`src/rtl/distance_qualifier_if.sv`:
```
// Ranger-side sample stream and deploy-decision outputs of the distance qualifier.
interface distance_qualifier_if;
  logic [19:0] distance_raw;
  logic        dist_valid;
  logic        deploy;
  logic [19:0] dist_avg;
  logic        avg_valid;
  logic        fault;
  logic [1:0]  state_dbg;

  modport master (
    output distance_raw, dist_valid,
    input  deploy, dist_avg, avg_valid, fault, state_dbg
  );

  modport slave (
    input  distance_raw, dist_valid,
    output deploy, dist_avg, avg_valid, fault, state_dbg
  );
endinterface

```
`src/rtl/distance_qualifier.sv`:
```
// Moving-average filter on ranger echo counts, hysteresis plus N-sample
// confirmation for the wheel deploy decision, and a stale-ranger fail-safe.
module distance_qualifier #(
  parameter int unsigned AVG_LOG2   = 2,
  parameter int unsigned DEPLOY_TH  = 58000,
  parameter int unsigned RETRACT_TH = 72500,
  parameter int unsigned CONFIRM    = 3,
  parameter int unsigned STALE_CYC  = 6000000
) (
  input  logic                clk,
  input  logic                rst,
  distance_qualifier_if.slave bus
);

  localparam int unsigned DEPTH = 1 << AVG_LOG2;
  localparam int unsigned SW    = 20 + AVG_LOG2;
  localparam int unsigned FW    = AVG_LOG2 + 1;
  localparam int unsigned TW    = $clog2(STALE_CYC + 1);

  localparam logic [19:0]   DEP_TH     = 20'(DEPLOY_TH);
  localparam logic [19:0]   RET_TH     = 20'(RETRACT_TH);
  localparam logic [3:0]    CONF_LAST  = 4'(CONFIRM - 1);
  localparam logic [FW-1:0] FILL_FULL  = FW'(DEPTH);
  localparam logic [FW-1:0] FILL_LAST  = FW'(DEPTH - 1);
  localparam logic [TW-1:0] STALE_MAX  = TW'(STALE_CYC);
  localparam logic [TW-1:0] STALE_PRE  = TW'(STALE_CYC - 1);

  typedef enum logic [1:0] {
    S_FILL      = 2'b00,
    S_RETRACTED = 2'b01,
    S_DEPLOYED  = 2'b10,
    S_FAULT     = 2'b11
  } state_t;

  state_t        r_state;
  logic [19:0]   r_buf [DEPTH];
  logic [SW-1:0] r_sum;
  logic [FW-1:0] r_fill;
  logic [3:0]    r_confirm;
  logic [TW-1:0] r_stale;
  logic          r_deploy;
  logic          r_fault;
  logic          r_avg_valid;
  logic [19:0]   r_avg;

  logic [SW-1:0] w_sum_next;
  logic          w_full_now;
  logic          w_timeout;
  logic          w_qual;
  logic          w_decide;

  assign w_sum_next = r_sum + SW'(bus.distance_raw) - SW'(r_buf[DEPTH-1]);
  assign w_full_now = (r_fill >= FILL_LAST);
  // A sample arriving on the timeout cycle keeps the ranger alive.
  assign w_timeout  = (r_stale == STALE_PRE) && !bus.dist_valid && (r_state != S_FAULT);
  assign w_qual     = (r_state == S_RETRACTED) ? (r_avg < DEP_TH) : (r_avg > RET_TH);
  assign w_decide   = r_avg_valid && ((r_state == S_RETRACTED) || (r_state == S_DEPLOYED));

  always_ff @(posedge clk or posedge rst) begin
    if (rst) begin
      r_state     <= S_FILL;
      r_deploy    <= 1'b0;
      r_fault     <= 1'b0;
      r_avg_valid <= 1'b0;
      r_avg       <= '0;
      r_sum       <= '0;
      r_fill      <= '0;
      r_confirm   <= '0;
      r_stale     <= '0;
      for (int unsigned i = 0; i < DEPTH; i++) r_buf[i] <= '0;
    end else begin
      r_avg_valid <= 1'b0;

      if (bus.dist_valid)
        r_stale <= '0;
      else if (r_stale != STALE_MAX)
        r_stale <= r_stale + TW'(1);

      if (bus.dist_valid) begin
        if (r_state == S_FAULT) begin
          // Recovery sample restarts the window; deploy stays forced until re-qualified.
          r_buf[0] <= bus.distance_raw;
          for (int unsigned i = 1; i < DEPTH; i++) r_buf[i] <= '0;
          r_sum     <= SW'(bus.distance_raw);
          r_fill    <= FW'(1);
          r_confirm <= '0;
          r_fault   <= 1'b0;
          r_state   <= S_FILL;
        end else begin
          r_buf[0] <= bus.distance_raw;
          for (int unsigned i = 1; i < DEPTH; i++) r_buf[i] <= r_buf[i-1];
          r_sum <= w_sum_next;
          if (r_fill != FILL_FULL) r_fill <= r_fill + FW'(1);
          if (w_full_now) begin
            r_avg_valid <= 1'b1;
            r_avg       <= w_sum_next[SW-1:AVG_LOG2];
          end
          if ((r_state == S_FILL) && (r_fill == FILL_LAST))
            r_state <= r_deploy ? S_DEPLOYED : S_RETRACTED;
        end
      end

      if (w_decide) begin
        if (w_qual) begin
          if (r_confirm == CONF_LAST) begin
            r_confirm <= '0;
            r_deploy  <= (r_state == S_RETRACTED);
            r_state   <= (r_state == S_RETRACTED) ? S_DEPLOYED : S_RETRACTED;
          end else begin
            r_confirm <= r_confirm + 4'd1;
          end
        end else begin
          r_confirm <= '0;
        end
      end

      if (w_timeout) begin
        r_state  <= S_FAULT;
        r_fault  <= 1'b1;
        r_deploy <= 1'b1;
      end
    end
  end

  assign bus.deploy    = r_deploy;
  assign bus.dist_avg  = r_avg;
  assign bus.avg_valid = r_avg_valid;
  assign bus.fault     = r_fault;
  assign bus.state_dbg = r_state;

endmodule
```
`src/flat_wrapper.sv`:
```
// flat-port wrapper written by rule: the top's interface ports become plain ports
module distance_qualifier_flat 
#(
  parameter int unsigned AVG_LOG2   = 2,
  parameter int unsigned DEPLOY_TH  = 58000,
  parameter int unsigned RETRACT_TH = 72500,
  parameter int unsigned CONFIRM    = 3,
  parameter int unsigned STALE_CYC  = 6000000
)
  (clk, rst, bus_distance_raw, bus_dist_valid, bus_deploy, bus_dist_avg, bus_avg_valid, bus_fault, bus_state_dbg);
  distance_qualifier_if bus_i ();
  input  logic clk;
  input  logic rst;
  input wire logic [$bits(bus_i.distance_raw)-1:0] bus_distance_raw;
  input wire logic [$bits(bus_i.dist_valid)-1:0] bus_dist_valid;
  output wire logic [$bits(bus_i.deploy)-1:0] bus_deploy;
  output wire logic [$bits(bus_i.dist_avg)-1:0] bus_dist_avg;
  output wire logic [$bits(bus_i.avg_valid)-1:0] bus_avg_valid;
  output wire logic [$bits(bus_i.fault)-1:0] bus_fault;
  output wire logic [$bits(bus_i.state_dbg)-1:0] bus_state_dbg;
  assign bus_i.distance_raw = bus_distance_raw;
  assign bus_i.dist_valid = bus_dist_valid;
  assign bus_deploy = bus_i.deploy;
  assign bus_dist_avg = bus_i.dist_avg;
  assign bus_avg_valid = bus_i.avg_valid;
  assign bus_fault = bus_i.fault;
  assign bus_state_dbg = bus_i.state_dbg;
  distance_qualifier #(.AVG_LOG2(AVG_LOG2), .DEPLOY_TH(DEPLOY_TH), .RETRACT_TH(RETRACT_TH), .CONFIRM(CONFIRM), .STALE_CYC(STALE_CYC)) u_core (.clk(clk), .rst(rst), .bus(bus_i));
endmodule
```
`config.mk`:
```
export PLATFORM = sky130hd
export DESIGN_NAME = distance_qualifier_flat
export DESIGN_NICKNAME = d
export VERILOG_FILES = /design/src/rtl/distance_qualifier_if.sv /design/src/rtl/distance_qualifier.sv /design/src/flat_wrapper.sv
export SDC_FILE = /design/constraint.sdc
export NUM_CORES = 1
export LEC_CHECK = 0
export ABC_AREA = 0
export CORE_ASPECT_RATIO = 0.9
export CORE_MARGIN = 4
export CORE_UTILIZATION = 65
export CTS_CLUSTER_SIZE = 16
export DETAILED_ROUTE_END_ITERATION = 8
export PLACE_DENSITY = 0.87
export SETUP_SLACK_MARGIN = 0.02
export SLEW_MARGIN = 20
export SYNTH_ARGS = -nofsm -noshare
export SYNTH_HDL_FRONTEND = slang
export SYNTH_SLANG_ARGS = --single-unit
```
`constraint.sdc`:
```
create_clock -name clk -period 10.9 [get_ports clk]
set_clock_uncertainty 0.2 [all_clocks]
set_input_delay 2.18 -clock clk [delete_from_list [all_inputs] [get_ports clk]]
set_output_delay 2.18 -clock clk [all_outputs]
set_load 0.005 [all_outputs]
```
==> results.yml <==
pwr:
  ir_drop_mv: 0.220
  p_per_area_nw_per_um2: 340
  p_leak_uw: 0.00444
timing:
  setup_tns_ns: 0
  maxSlewHeadroom: 0.458
  max_freq_ghz: 0.180
  fin_crit_ns: 5.57
  setup_viol: 0
  drv_slew: 0
  post-route-period-util: 0.511
  rsz0062_at_grt: "false"
  worst_slew_pin_slew_ns: 0.813
  hold_viol: 0
synthesis:
  synthFlopType: "dfrtp_1"
  ys_types: 69
  synth.avg_cell_area_um2: 10.1
  synthCells: 828
  seq_area_frac_synth: 0.472
  ys_warn_count: 0
  synth-edff-count: 0
  synth_seq_cells: 157
  syn_nets: 903
  synth_area_um2: 8330
  async_flop_share: 1.00
finish:
  layout_common_cells: "dfrtp_1, inv_1, nand2_1, nor2_1, clkdlybuf4s50_1"
  drive_above_1_share: 0.0934
  fin_area_um2: 9540
  seq_area_um2: 3930
  nFillCells: 784
  nets: 941
  final_common_cell: "dfrtp_1"
  multi_input_area_um2: 3900
  diodes: 0
  area_growth_pct: 14.5
setup_path:
  r2r_setup_slack_ns: 7.30
  critPathMostFrequentCell: "inv_1"
  cp-startpoint: "bus_distance_raw[2]"
  critPathCaptureType: "flop"
  path_buf_inv: 3
  reg2reg_depth: 12
  timing.rr.end: "u_core.r_sum[15]"
  path_delay_family: "compound AO/OA/AOI/OAI gates"
  path_max_fanout: 4
  slowest_delay_ns: 0.62
  path_class: "primary input to flop"
  cp.arrival_ns: 5.64
  crit_path_start_kind: "primary input"
  worstPathCellList: "clkdlybuf4s50_1 -> inv_1 -> fa_1 -> inv_1 -> ha_1 -> o21ai_0 -> o21bai_1 -> o2111ai_2 -> a21boi_1 -> o31ai_1 -> a2111oi_0 -> o311ai_0 -> a21boi_0"
  crit_slowest_cell: "a2111oi_0"
  r2r-start: "u_core.r_sum[3]"
  crit_required_ns: 10.97
clocking:
  cts_resized: 0
  numCtsBuffers: 17
  ctsHoldBuffers: 0
  postCtsSetupBuffers: 0
  cts_root_buf: "clkbuf_16"
  worstSkewPairLatency_ns: 0.43
  tritoncts: "built"
  cts.sinks: 157
  h-tree-depth: 4
  clk_pin_slew_ns: 0.06
  cts_max_path_buffers: 2
placed_design:
  place_congestion: 0.905
  hpwlAfterDp_mm: 12.6
  place_area_um2: 8910
  numPortBuffers: 47
floorplanning:
  die_x_um: 127
  dieArea_um2: 14700
  initial_utilization: 0.676
  ioPinCount: 48
  core_um2: 12300
  std_cell_rows: 38
  fp.dieH_um: 115
min_path:
  hold_depth: 1
  holdPathEnd: "u_core.r_buf[54]"
  min_from: "u_core.r_buf[54]"
  hp-class: "flop to flop"
outcome:
  status: "completed"
grt:
  grt_max_degree: 80
  grt_pass1_wl_mm: 32.1
  antenna_found_initial: 0
  grt.overflow.total: 0
  grt_usage: 0.277
  grt_pass1_vias: 6659
routing:
  drt-initial-drc-count: 746
  wire_per_inst_um: 18.3
  dr.pass1.iters: 5
  num_vias: 6433
  drcViolationCount: 0
  ant_nets: 0
  via_per_inst: 6.20
  routed_wl_mm: 19.0
run:
  cap_violations: 0
-- cells in the mapped netlist, types with 5 or more instances --
| master | count | area share |
|---|---|---|
| and3_1 | 7 | 0.0053 |
| buf_1 | 5 | 0.0023 |
| a22o_1 | 43 | 0.045 |
| or3_1 | 7 | 0.0053 |
| mux2_2 | 27 | 0.037 |
| nand2_1 | 89 | 0.040 |
| nor3_1 | 16 | 0.0096 |
| a21oi_1 | 31 | 0.019 |
| o21ai_0 | 42 | 0.025 |
| dfrtp_1 | 157 | 0.47 |
| a31oi_1 | 9 | 0.0068 |
| clkbuf_1 | 27 | 0.012 |
| nor2_1 | 57 | 0.026 |
| nand3_1 | 17 | 0.010 |
| ha_1 | 32 | 0.048 |
| a21o_1 | 8 | 0.0072 |
| xor2_1 | 17 | 0.018 |
| mux2i_1 | 6 | 0.0072 |
| fa_1 | 20 | 0.048 |
| o2bb2ai_1 | 19 | 0.020 |
| xnor2_1 | 18 | 0.019 |
| inv_1 | 97 | 0.044 |
| nand4_1 | 9 | 0.0068 |
-- sequential cells by signal, indices dropped and copies added, names as in the netlist --
register and flops:
u_core.bus.dist_avg 20, u_core.bus.fault 1, u_core.r_buf 80, u_core.r_stale 23, u_core.r_fill 3, u_core.bus.deploy 1, u_core.r_sum 22, u_core.bus.state_dbg 2
u_core.r_confirm 4, u_core.bus.avg_valid 1
-- area by class of cell --
class / instances / share of cell area
clock buffer: 19 / 0.0475
inverter: 99 / 0.0395
multi-input combinational: 538 / 0.409
tap: 160 / 0.0210
clock inverter: 12 / 0.0152
sequential: 157 / 0.412
timing repair buffer: 53 / 0.0559
-- layer usage --
metal  vias up  global-route usage  wire length [um]
met4         0               0.103               345
met5         -                   0                 0
met3        36              0.0720              1580
met1      3191               0.360              7800
met2       281               0.452              9270
li1       2925                   -                 -
-- kinds of logic (layout without fill, tap and decap cells) --
logic type	Yosys count	count (layout)	synth area share
mux	34	34	0.0455
compound gates	195	195	0.166
simple gates	222	222	0.123
flops	157	157	0.472
fa+ha+maj	52	52	0.0961
xor+xnor	35	35	0.0368
buf+inv	133	183	0.0610
-- worst max path at each step --
stage                                         end  slack [ns]  cells past startpoint
after floorplan              u_core.bus.avg_valid        4.29                      1
after detailed placement         u_core.r_sum[21]        5.02                     13
after CTS                        u_core.r_sum[21]        5.45                     13
after global routing      u_core.bus.dist_avg[18]        5.16                     13
after global placement    u_core.bus.dist_avg[18]        5.17                     13
final                            u_core.r_sum[15]        5.33                     13
-- metrics by stage --
stage | power (uW) | setup WS, ns | hold WS (ns) | instances | util
6_report | 3240 | 5.33 | 0.287 | 1038 | 0.775
4_1_cts | 3200 | 5.45 | 0.291 | 1037 | 0.772
5_1_grt | 3460 | 5.16 | 0.312 | 1038 | 0.775
3_3_place_gp | 2470 | 5.17 | 0.271 | 1006 | 0.724
2_1_floorplan | 2060 | 4.29 | 0.256 | 828 | -
3_5_place_dp | 2580 | 5.02 | 0.274 | 1006 | 0.724
-- power by group --
group / internal (uW) / switching [uW]
sequential: 753 / 131
clock: 368 / 231
combinational: 725 / 1030
No activity file was read; power rests on OpenSTA's default activity.
